File: config.mk
export PLATFORM = sky130hd
export DESIGN_NAME = lcd_ascii_stream_flat
export DESIGN_NICKNAME = d
export VERILOG_FILES = /design/src/rtl/lcd_ascii_stream_if.sv /design/src/rtl/lcd_ascii_stream.sv /design/src/flat_wrapper.sv
export SDC_FILE = /design/constraint.sdc
export NUM_CORES = 1
export LEC_CHECK = 0
export CORE_MARGIN = 2
export CORE_UTILIZATION = 55
export CTS_CLUSTER_DIAMETER = 80
export DETAILED_ROUTE_END_ITERATION = 8
export PLACE_DENSITY_LB_ADDON = 0.05
export SYNTH_ARGS = -nofsm -noshare
export SYNTH_HDL_FRONTEND = slang
export SYNTH_SLANG_ARGS = --single-unit
File: constraint.sdc
create_clock -name clk -period 6.5 [get_ports clk]
set_clock_uncertainty 0.15 [all_clocks]
set_input_delay 1.625 -clock clk [delete_from_list [all_inputs] [get_ports clk]]
set_output_delay 1.625 -clock clk [all_outputs]
set_load 0.1 [all_outputs]
File: src/rtl/lcd_ascii_stream_if.sv
// Handshake bundle for lcd_ascii_stream.
// Request side:   start/in_ready, op, reg_dest, valor, abort.
// Character side: char_valid/char_ready, char_data, char_last, msg_len.
// master = the instruction source plus the LCD sink (the bench); slave = the formatter.
interface lcd_ascii_stream_if #(
  parameter int unsigned DATA_W = 16,
  parameter int unsigned REG_W  = 4
);
  logic              start;
  logic              in_ready;
  logic [3:0]        op;
  logic [REG_W-1:0]  reg_dest;
  logic [DATA_W-1:0] valor;
  logic              abort;
  logic              char_valid;
  logic              char_ready;
  logic [7:0]        char_data;
  logic              char_last;
  logic [5:0]        msg_len;

  modport master (
    output start, op, reg_dest, valor, abort, char_ready,
    input  in_ready, char_valid, char_data, char_last, msg_len
  );

  modport slave (
    input  start, op, reg_dest, valor, abort, char_ready,
    output in_ready, char_valid, char_data, char_last, msg_len
  );
endinterface

File: src/rtl/lcd_ascii_stream.sv
// Formats one decoded instruction as LCD text, e.g. "ADD R1, +12", and streams it out one
// character per valid/ready beat.
// Ports:
//   clk    - rising-edge clock
//   rst_n  - asynchronous active-low reset
//   bus    - slave side of lcd_ascii_stream_if (request, abort, character stream, msg_len)
// Flow: IDLE latches the request, CONV runs a bit-serial double-dabble for DATA_W cycles and
// then sizes the message, EMIT walks a character index across the message fields.
module lcd_ascii_stream #(
  parameter int unsigned DATA_W = 16,
  parameter int unsigned REG_W  = 4,
  parameter bit          SIGNED = 1'b1
) (
  input logic               clk,
  input logic               rst_n,
  lcd_ascii_stream_if.slave bus
);
  // Decimal digits needed for 2**w - 1, i.e. ceil(w * log10(2)).
  function automatic int unsigned calc_digits(input int unsigned w);
    longint unsigned v;
    int unsigned     n;
    v = (64'd1 << w) - 64'd1;
    n = 0;
    for (int i = 0; i < 20; i++) begin
      if (v != 64'd0) begin
        v = v / 64'd10;
        n++;
      end
    end
    return n;
  endfunction

  localparam int unsigned DIGITS  = calc_digits(DATA_W);
  localparam int unsigned BCD_W   = 4 * DIGITS;
  localparam int unsigned CNT_W   = $clog2(DATA_W + 1);
  localparam logic [5:0]  SGN_LEN = SIGNED ? 6'd1 : 6'd0;

  typedef enum logic [1:0] {StIdle, StConv, StEmit} state_e;

  state_e            r_state,   w_state_nxt;
  logic [CNT_W-1:0]  r_cnt,     w_cnt_nxt;
  logic [DATA_W-1:0] r_bin,     w_bin_nxt;
  logic [BCD_W-1:0]  r_bcd,     w_bcd_nxt;
  logic [3:0]        r_op,      w_op_nxt;
  logic [REG_W-1:0]  r_reg,     w_reg_nxt;
  logic              r_neg,     w_neg_nxt;
  logic [3:0]        r_ndig,    w_ndig_nxt;
  logic [5:0]        r_msg_len, w_msg_len_nxt;
  logic [5:0]        r_idx,     w_idx_nxt;

  logic [DATA_W:0]   w_val_ext, w_mag;
  logic [BCD_W-1:0]  w_bcd_adj, w_bcd_shift, w_bcd_sh;
  logic [3:0]        w_ndig_calc;
  logic [55:0]       w_mnem_txt, w_mnem_sh;
  logic [5:0]        w_mnem_len, w_reg6, w_reg_tens, w_reg_ones, w_rdig;
  logic [5:0]        w_p_reg, w_p_comma, w_p_dig, w_len_calc, w_dig_pos;
  logic [7:0]        w_char;
  logic              w_emit, w_last;

  // Magnitude in DATA_W+1 bits so the most-negative value negates cleanly.
  always_comb begin
    w_val_ext = {SIGNED & bus.valor[DATA_W-1], bus.valor};
    w_mag     = w_val_ext[DATA_W] ? (~w_val_ext + {{DATA_W{1'b0}}, 1'b1}) : w_val_ext;
  end

  // Double-dabble step: add 3 to every digit >= 5, then shift the next binary bit in.
  always_comb begin
    w_bcd_adj = r_bcd;
    for (int i = 0; i < int'(DIGITS); i++) begin
      if (r_bcd[4*i +: 4] >= 4'd5) w_bcd_adj[4*i +: 4] = r_bcd[4*i +: 4] + 4'd3;
    end
    w_bcd_shift = {w_bcd_adj[BCD_W-2:0], r_bin[DATA_W-1]};
    // Leading-zero suppression; zero still prints one digit.
    w_ndig_calc = 4'd1;
    for (int i = 1; i < int'(DIGITS); i++) begin
      if (r_bcd[4*i +: 4] != 4'd0) w_ndig_calc = 4'(i + 1);
    end
  end

  // Field layout of the latched instruction; text is left-aligned in w_mnem_txt.
  always_comb begin
    unique case (r_op)
      4'd0:    begin w_mnem_txt = {"LOAD", 24'h0};  w_mnem_len = 6'd4; end
      4'd1:    begin w_mnem_txt = {"ADD", 32'h0};   w_mnem_len = 6'd3; end
      4'd2:    begin w_mnem_txt = {"ADDI", 24'h0};  w_mnem_len = 6'd4; end
      4'd3:    begin w_mnem_txt = {"SUB", 32'h0};   w_mnem_len = 6'd3; end
      4'd4:    begin w_mnem_txt = {"SUBI", 24'h0};  w_mnem_len = 6'd4; end
      4'd5:    begin w_mnem_txt = {"MUL", 32'h0};   w_mnem_len = 6'd3; end
      4'd6:    begin w_mnem_txt = {"CLEAR", 16'h0}; w_mnem_len = 6'd5; end
      4'd7:    begin w_mnem_txt = "DISPLAY";        w_mnem_len = 6'd7; end
      default: begin w_mnem_txt = {"???", 32'h0};   w_mnem_len = 6'd3; end
    endcase
    w_reg6     = 6'(r_reg);
    w_reg_tens = w_reg6 / 6'd10;
    w_reg_ones = w_reg6 % 6'd10;
    w_rdig     = (w_reg6 >= 6'd10) ? 6'd2 : 6'd1;
    w_p_reg    = w_mnem_len + 6'd2;
    w_p_comma  = w_p_reg + w_rdig;
    w_p_dig    = w_p_comma + 6'd2 + SGN_LEN;
    w_len_calc = w_p_dig + {2'b00, w_ndig_calc};
  end

  // Character at r_idx; depends only on registers, so it holds steady through stalls.
  always_comb begin
    w_mnem_sh = w_mnem_txt >> {6'd6 - r_idx, 3'b000};
    w_dig_pos = {2'b00, r_ndig} - 6'd1 - (r_idx - w_p_dig);
    w_bcd_sh  = r_bcd >> {w_dig_pos, 2'b00};
    w_char    = 8'h20;
    if (r_idx < w_mnem_len)                  w_char = w_mnem_sh[7:0];
    else if (r_idx == w_mnem_len)            w_char = 8'h20;
    else if (r_idx == w_mnem_len + 6'd1)     w_char = "R";
    else if (r_idx == w_p_reg)               w_char = 8'h30 + {2'b00,
                                                (w_rdig == 6'd2) ? w_reg_tens : w_reg_ones};
    else if (r_idx < w_p_comma)              w_char = 8'h30 + {2'b00, w_reg_ones};
    else if (r_idx == w_p_comma)             w_char = ",";
    else if (r_idx == w_p_comma + 6'd1)      w_char = 8'h20;
    else if (r_idx < w_p_dig)                w_char = r_neg ? "-" : "+";
    else                                     w_char = 8'h30 + {4'h0, w_bcd_sh[3:0]};
  end

  assign w_emit = (r_state == StEmit);
  assign w_last = w_emit && (r_idx == r_msg_len - 6'd1);

  always_comb begin
    w_state_nxt   = r_state;
    w_cnt_nxt     = r_cnt;
    w_bin_nxt     = r_bin;
    w_bcd_nxt     = r_bcd;
    w_op_nxt      = r_op;
    w_reg_nxt     = r_reg;
    w_neg_nxt     = r_neg;
    w_ndig_nxt    = r_ndig;
    w_msg_len_nxt = r_msg_len;
    w_idx_nxt     = r_idx;
    unique case (r_state)
      StIdle: begin
        if (bus.start) begin
          w_op_nxt    = bus.op;
          w_reg_nxt   = bus.reg_dest;
          w_neg_nxt   = w_val_ext[DATA_W];
          w_bin_nxt   = w_mag[DATA_W-1:0];
          w_bcd_nxt   = '0;
          w_cnt_nxt   = '0;
          w_idx_nxt   = '0;
          w_state_nxt = StConv;
        end
      end
      StConv: begin
        // One extra cycle after the last shift to size the message from the finished BCD.
        if (r_cnt == CNT_W'(DATA_W)) begin
          w_ndig_nxt    = w_ndig_calc;
          w_msg_len_nxt = w_len_calc;
          w_state_nxt   = StEmit;
        end else begin
          w_bcd_nxt = w_bcd_shift;
          w_bin_nxt = {r_bin[DATA_W-2:0], 1'b0};
          w_cnt_nxt = r_cnt + CNT_W'(1);
        end
      end
      StEmit: begin
        if (bus.char_ready) begin
          if (w_last) w_state_nxt = StIdle;
          else        w_idx_nxt   = r_idx + 6'd1;
        end
      end
      default: w_state_nxt = StIdle;
    endcase
    if (bus.abort) w_state_nxt = StIdle;
  end

  always_ff @(posedge clk or negedge rst_n) begin
    if (!rst_n) begin
      r_state   <= StIdle;
      r_cnt     <= '0;
      r_bin     <= '0;
      r_bcd     <= '0;
      r_op      <= '0;
      r_reg     <= '0;
      r_neg     <= 1'b0;
      r_ndig    <= '0;
      r_msg_len <= '0;
      r_idx     <= '0;
    end else begin
      r_state   <= w_state_nxt;
      r_cnt     <= w_cnt_nxt;
      r_bin     <= w_bin_nxt;
      r_bcd     <= w_bcd_nxt;
      r_op      <= w_op_nxt;
      r_reg     <= w_reg_nxt;
      r_neg     <= w_neg_nxt;
      r_ndig    <= w_ndig_nxt;
      r_msg_len <= w_msg_len_nxt;
      r_idx     <= w_idx_nxt;
    end
  end

  assign bus.in_ready   = (r_state == StIdle);
  assign bus.char_valid = w_emit;
  assign bus.char_data  = w_emit ? w_char : 8'h00;
  assign bus.char_last  = w_last;
  assign bus.msg_len    = r_msg_len;
endmodule

File: src/flat_wrapper.sv
// flat-port wrapper written by rule: the top's interface ports become plain ports
module lcd_ascii_stream_flat 
#(
  parameter int unsigned DATA_W = 16,
  parameter int unsigned REG_W  = 4,
  parameter bit          SIGNED = 1'b1
)
  (clk, rst_n, bus_start, bus_op, bus_reg_dest, bus_valor, bus_abort, bus_char_ready, bus_in_ready, bus_char_valid, bus_char_data, bus_char_last, bus_msg_len);
  lcd_ascii_stream_if #(.DATA_W(DATA_W), .REG_W(REG_W)) bus_i ();
  input logic clk;
  input logic rst_n;
  input wire logic [$bits(bus_i.start)-1:0] bus_start;
  input wire logic [$bits(bus_i.op)-1:0] bus_op;
  input wire logic [$bits(bus_i.reg_dest)-1:0] bus_reg_dest;
  input wire logic [$bits(bus_i.valor)-1:0] bus_valor;
  input wire logic [$bits(bus_i.abort)-1:0] bus_abort;
  input wire logic [$bits(bus_i.char_ready)-1:0] bus_char_ready;
  output wire logic [$bits(bus_i.in_ready)-1:0] bus_in_ready;
  output wire logic [$bits(bus_i.char_valid)-1:0] bus_char_valid;
  output wire logic [$bits(bus_i.char_data)-1:0] bus_char_data;
  output wire logic [$bits(bus_i.char_last)-1:0] bus_char_last;
  output wire logic [$bits(bus_i.msg_len)-1:0] bus_msg_len;
  assign bus_i.start = bus_start;
  assign bus_i.op = bus_op;
  assign bus_i.reg_dest = bus_reg_dest;
  assign bus_i.valor = bus_valor;
  assign bus_i.abort = bus_abort;
  assign bus_i.char_ready = bus_char_ready;
  assign bus_in_ready = bus_i.in_ready;
  assign bus_char_valid = bus_i.char_valid;
  assign bus_char_data = bus_i.char_data;
  assign bus_char_last = bus_i.char_last;
  assign bus_msg_len = bus_i.msg_len;
  lcd_ascii_stream #(.DATA_W(DATA_W), .REG_W(REG_W), .SIGNED(SIGNED)) u_core (.clk(clk), .rst_n(rst_n), .bus(bus_i));
endmodule
==> impl_metrics.py, run 1 <==
metrics = {
    "grt": {
        "antenna_found_initial": 0,
        "met2_usage_pct": 47.3,
        "grt_pass1_wl_mm": 26.9,
        "busiest_layer": "met2",
        "gr-usage-met3_pct": 5.23,
        "grt-ovfl-total": 0,
        "grt_pass1_vias": 5667,
        "grt_max_degree": 35,
        "grt_use_met1_pct": 37.6,
        "grt.total_usage_pct": 28.6,
    },
    "drt": {
        "drtPass1Iterations": 5,
        "viasPerCell": 6.05,
        "antenna_left": 0,
        "vias": 5821,
        "routed_wl_mm": 16.3,
        "drc": 0,
        "wl_per_cell_um": 16.9,
        "drtIter0Drc": 472,
    },
    "finish": {
        "largest_register": "u_core.r_bcd",
        "layout.nets": 908,
        "largest_reg_flops": 20,
        "n_antenna_cell": 0,
        "area_growth_pct": 22.1,
        "drive_gt1_share_pct": 15.9,
        "largest_registers": "u_core.r_bcd (20), u_core.r_bin (16)",
        "stdcell_area_um2": 7550,
    },
    "synthesis": {
        "synth.distinct_cells": 71,
        "synth_common_cells": "nand2_1 (80), o21ai_0 (79), dfrtp_1 (67), inv_1 (57), ha_1 (55)",
        "async_flop_share_pct": 100,
        "yosys.area.top_type": "dfrtp_1",
        "synth-seq-area-share_pct": 27.1,
        "ys.flop_type": "dfrtp_1",
        "ys_warn_count": 0,
        "synthTopCellsByArea": "dfrtp_1 (27%), ha_1 (11%), o21ai_0 (6.4%)",
        "syn_area_um2": 6180,
        "yosys.cell_count.top_type": "nand2_1",
        "syn-instance-count": 754,
        "synth_top_area_share_pct": 27.1,
        "synth_edf_count": 0,
        "ys_seq_elements": 67,
        "avgSynthCellArea_um2": 8.20,
    },
    "timing": {
        "setup_viol": 4,
        "setup_slack_ns": -0.105,
        "period_share_pct": 102,
        "slew_headroom_pct": 31.0,
        "worstMarginPinSlew_ns": 1.03,
        "setup-tns-final_ns": -0.274,
        "holdWs_ns": 0.332,
        "rsz0062_at_grt": "yes",
        "slew_viol_final": 0,
        "timing.fmax_ghz": 0.151,
        "hold_viol": 0,
        "fin_crit_ns": 6.61,
    },
    "floorplan": {
        "io_pins": 46,
        "die_x_um": 110,
        "die_area_um2": 12100,
        "core_um2": 10900,
        "die_h_um": 110,
        "start_util_pct": 56.8,
        "rows": 38,
    },
    "clock_network": {
        "numCtsBuffers": 9,
        "clk_transition_reported_paths_ns": 0.07,
        "tritoncts": "done",
        "cts.path.max_buffers": 2,
        "cts-root-buf": "clkbuf_8",
        "htree_levels": 3,
        "clock_latency_ns": 0.38,
        "clock-sinks": 67,
    },
    "flow_run": {
        "drv_cap": 0,
    },
    "placed_design": {
        "port_buffers": 44,
        "dpl.hpwl_mm": 11.9,
        "dpl_cell_area_um2": 7020,
        "place.gp.congestion": 0.913,
    },
    "status": {
        "status": "finished with violations",
        "violations": "negative setup slack",
    },
    "power_and_ir_drop": {
        "pwr_density_cell_nw_per_um2": 313,
        "leakagePower_uw": 0.00324,
        "vdd_drop_max_mv": 0.178,
    },
    "worst_hold_path": {
        "min_path_type": "reg -> reg",
    },
    "worst_setup_path": {
        "arrival_ns": 4.83,
        "required_ns": 4.72,
        "worst-path-max-fanout": 4,
        "critPathLaunchType": "register",
        "path_class": "reg -> out",
        "worstSetupEndpointType": "output port",
    },
}
[metrics by stage]
stage / power [uW] / utilization [%] / instances / worst slack [ns]
after floorplan: 1370 / - / 757 / -0.274
after global placement: 1630 / 64.5 / 927 / 0.0340
after detailed placement: 1670 / 64.5 / 927 / -0.0742
after CTS: 2220 / 68.1 / 952 / -0.0516
after global routing: 2520 / 69.3 / 962 / -0.206
final: 2360 / 69.3 / 962 / -0.105
[logic make-up after synthesis]
family                     after synthesis  synth area share, %
AOI/OAI and AO/OA                      223                 23.5
xor gates and xnor gates                51                 7.67
adders and majority gates               62                 13.4
buffers and inverters                   93                 5.75
DFF                                     67                 27.1
muxes                                   16                 3.54
other                                    2                0.121
and+or+nand+nor                        240                 18.9
[layout make-up]
class	count	area [um^2]
Clock buffer	12	145
Clock inverter	4	50.0
Fill cell	864	3340
Multi-Input combinational cell	597	4490
Sequential cell	67	1680
Tap cell	140	175
Inverter	57	216
Timing Repair Buffer	85	792
[timing repair]
action,in CTS,in global routing
pin swaps,18,13
hold buffers,0,0
endpoints found under the setup margin,4,4
gates resized for setup,26,15
setup buffers,9,10
[report_power, final]
group | internal [uW] | switching (uW)
sequential | 450 | 32.2
clock | 187 | 172
combinational | 722 | 797
[worst paths after layout]
path                            startpoint                    end  slack (ns)  cells after the start
max in group asynchronous            rst_n         u_core.r_op[3]        4.08                      2
min                        u_core.r_bin[3]        u_core.r_bin[3]        0.33                      2
min reg2reg                u_core.r_bin[3]        u_core.r_bin[3]        0.33                      2
min in group asynchronous            rst_n  u_core.bus.msg_len[4]        1.16                      1
max reg2reg                 u_core.r_op[0]  u_core.bus.msg_len[4]        3.20                     15
max                         u_core.r_op[0]       bus_char_data[1]       -0.11                     18
[cell usage in the layout, fill, tap and decap left out, types with 5 or more instances in the layout]
cell type | netlist | layout
a211oi_1 | 6 | 5
a21oi_1 | 45 | 40
a21oi_2 | 0 | 5
a221o_1 | 6 | 6
a22o_1 | 8 | 8
a31oi_1 | 7 | 6
a32o_1 | 7 | 7
and3_1 | 11 | 10
buf_12 | 0 | 5
buf_4 | 1 | 42
clkbuf_8 | 0 | 10
clkdlybuf4s50_1 | 0 | 36
conb_1 | 2 | 5
dfrtp_1 | 67 | 65
ha_1 | 55 | 48
ha_4 | 0 | 7
inv_1 | 57 | 49
inv_2 | 0 | 7
mux2_2 | 7 | 7
mux2i_1 | 5 | 5
nand2_1 | 80 | 78
nand2b_1 | 17 | 17
nand3_1 | 20 | 19
nor2_1 | 51 | 49
nor2b_1 | 9 | 8
nor3_1 | 11 | 11
o211ai_1 | 6 | 6
o21ai_0 | 79 | 77
o31ai_1 | 12 | 11
or3_1 | 5 | 5
or4_1 | 8 | 8
xnor2_1 | 28 | 26
xor2_1 | 21 | 18
[worst max-delay path, cell delays in order (launching register included)]
cell	delay, ns
dfrtp_2	0.45
inv_4	0.07
ha_4	0.13
nand2_2	0.05
a21o_1	0.22
ha_4	0.18
inv_2	0.05
fa_2	0.47
ha_4	0.30
inv_2	0.05
fa_2	0.48
fa_2	0.43
and3_4	0.18
a221o_1	0.30
a221oi_2	0.33
o31ai_4	0.13
a31oi_2	0.27
o311ai_4	0.13
buf_12	0.23
[routing by layer]
metal,part of all wire [%],wire length (um)
met1,45,7250
met2,49,7960
met3,4.3,702
met4,2.2,350
met5,0,0
(Power assumes the default switching activity.)
==> run 2: changes to the inputs <==
Settings changed: REMOVE_ABC_BUFFERS from default to 1.
==> run 2 against run 1 <==
  * The flow still finishes with violations (negative setup slack)
  * Cell count rose by 1.1%
  * Highest routed layer unchanged
  * Critical endpoint is now bus_char_data[3]
  * Worst hold slack gained 0.0049 ns
  * Sequential share of layout area decreased by 0.37 points
  * Final area is 1.5% higher
==> impl_metrics.py, run 2 (same netlist as run 1, synthesis figures left out) <==
metrics = {
    "finish": {
        "final_common_cell": "nand2_1",
        "layout.nets": 919,
        "stdcell_area_um2": 7660,
        "area_growth_pct": 24.0,
        "largest_reg_flops": 20,
        "drive_gt1_share_pct": 16.7,
        "n_antenna_cell": 0,
        "mostFrequentLayoutCells": "nand2_1 (79), o21ai_0 (77), dfrtp_1 (67), buf_4 (52)",
        "nFillCells": 849,
        "final_cells": 973,
        "largest_registers": "u_core.r_bcd (20), u_core.r_bin (16)",
        "largest_register": "u_core.r_bcd",
    },
    "worst_setup_path": {
        "critPathLaunchType": "register",
        "rrSetupSlack_ns": 3.10,
        "r2r_cells": 13,
        "path_class": "reg -> out",
        "rr_endpoint": "u_core.bus.msg_len[4]",
        "required_ns": 4.72,
        "reg2reg_from": "u_core.r_op[0]",
        "arrival_ns": 4.97,
        "worstSetupEndpointType": "output port",
        "worst-path-max-fanout": 4,
    },
    "drt": {
        "antenna_left": 0,
        "vias": 5982,
        "drc": 0,
        "drtPass1Iterations": 5,
        "viasPerCell": 6.15,
        "wl_per_cell_um": 18.0,
        "routed_wl_mm": 17.5,
        "drtIter0Drc": 360,
    },
    "timing": {
        "timing.fmax_ghz": 0.148,
        "setup_viol": 4,
        "slew_viol_final": 0,
        "setup-tns-final_ns": -0.714,
        "setup_slack_ns": -0.245,
        "worstMarginPinSlew_ns": 1.30,
        "fin_crit_ns": 6.75,
        "hold_viol": 0,
        "slew_headroom_pct": 13.3,
        "rsz0062_at_grt": "yes",
        "period_share_pct": 104,
    },
    "power_and_ir_drop": {
        "pwr_density_cell_nw_per_um2": 343,
        "vdd_drop_max_mv": 0.231,
        "leakagePower_uw": 0.00332,
    },
    "clock_network": {
        "clock-sinks": 67,
        "clock_latency_ns": 0.37,
        "clk_transition_reported_paths_ns": 0.08,
        "cts_hold_buf": 0,
        "cts.path.max_buffers": 2,
        "cts-root-buf": "clkbuf_8",
        "htree_levels": 3,
        "tritoncts": "done",
        "numCtsBuffers": 9,
    },
    "grt": {
        "grt_pass1_vias": 5825,
        "antenna_found_initial": 0,
        "grt_max_degree": 68,
        "grt_pass1_wl_mm": 27.8,
        "grt.total_usage_pct": 29.8,
        "grt-ovfl-total": 0,
    },
    "floorplan": {
        "core_um2": 10900,
        "io_pins": 46,
        "rows": 38,
        "start_util_pct": 56.8,
        "die_x_um": 110,
        "die_h_um": 110,
        "die_area_um2": 12100,
    },
    "flow_run": {
        "drv_cap": 0,
    },
    "placed_design": {
        "dpl_cell_area_um2": 6990,
        "dpl.hpwl_mm": 12.4,
        "numPlacedInstances": 942,
        "place.gp.congestion": 0.971,
        "dp_slack_ns": -0.164,
        "port_buffers": 44,
    },
    "worst_hold_path": {
        "hp-start": "u_core.r_bin[4]",
        "hold_depth": 2,
        "min_path_type": "reg -> reg",
        "hold_path_end": "u_core.r_bin[4]",
    },
    "status": {
        "status": "finished with violations",
        "violations": "negative setup slack",
    },
}
run 2: cell count changes in the layout (fill, tap and decap cells not counted), sizes merged:
cell      delta
buf         +11
bufinv       +2
clkbuf       -3
clkinv       +1
clkinvlp     -1
inv          +1
run 2: report_power, final:
part           internal (uW)  switching (uW)  total [uW]
logic                    842             877        1720
registers                449            29.6         479
clock network            257             177         434
total                   1550            1080        2630
run 2: cell type report:
type | instances | area, um^2 | area share [%]
well taps | 140 | 175 | 2.29
multi-input cells | 597 | 4470 | 58.4
clock buffers | 9 | 124 | 1.62
flip-flops and latches | 67 | 1680 | 21.9
clock inverters | 7 | 124 | 1.62
inverters | 57 | 214 | 2.79
repair buffers | 96 | 878 | 11.5
run 2: repair_timing:
| item | in CTS | in global routing |
|---|---|---|
| pin swaps | 22 | 13 |
| setup endpoints to repair | 4 | 5 |
| setup buffers | 14 | 2 |
| gates resized for setup | 38 | 25 |
run 2: worst max path at each step:
stage                    from          endpoint  slack [ns]  depth (start not counted)
3_3_place_gp   u_core.r_op[0]  bus_char_data[1]      -0.002                         21
5_1_grt        u_core.r_op[0]  bus_char_data[3]       -0.43                         21
6_report       u_core.r_op[1]  bus_char_data[3]       -0.25                         21
4_1_cts        u_core.r_op[0]  bus_char_data[1]       -0.08                         21
2_1_floorplan  u_core.r_op[0]  bus_char_data[1]       -2.98                         20
3_5_place_dp   u_core.r_op[0]  bus_char_data[1]       -0.16                         21
run 2: critical path: stages, from the launching register on:
cell	delay (ns)
dfrtp_1	0.35
inv_1	0.08
ha_4	0.17
nand2_2	0.06
a21o_1	0.15
ha_2	0.20
inv_2	0.04
fa_2	0.59
ha_4	0.23
xor2_4	0.21
inv_2	0.07
fa_1	0.50
inv_2	0.05
ha_4	0.22
and3_4	0.16
a221o_1	0.34
a221oi_4	0.35
o31ai_4	0.10
buf_4	0.17
o221ai_4	0.15
o221ai_2	0.19
buf_12	0.21
run 2: stage by stage:
| stage | total power, uW | util, % | hold slack (ns) |
|---|---|---|---|
| final | 2630 | 70.4 | 0.337 |
| after global routing | 2790 | 70.4 | 0.355 |
| after CTS | 2360 | 68.8 | 0.339 |
| after detailed placement | 1660 | 64.2 | 0.321 |
| after global placement | 1630 | 64.2 | 0.315 |
| after floorplan | 1270 | - | 0.292 |
run 2: per-layer routing:
metal  track usage (%)  share of wire [%]
met1              35.8                 41
met2              52.4                 50
met3              5.06                5.3
met5                 0                  0
met4              12.6                3.6
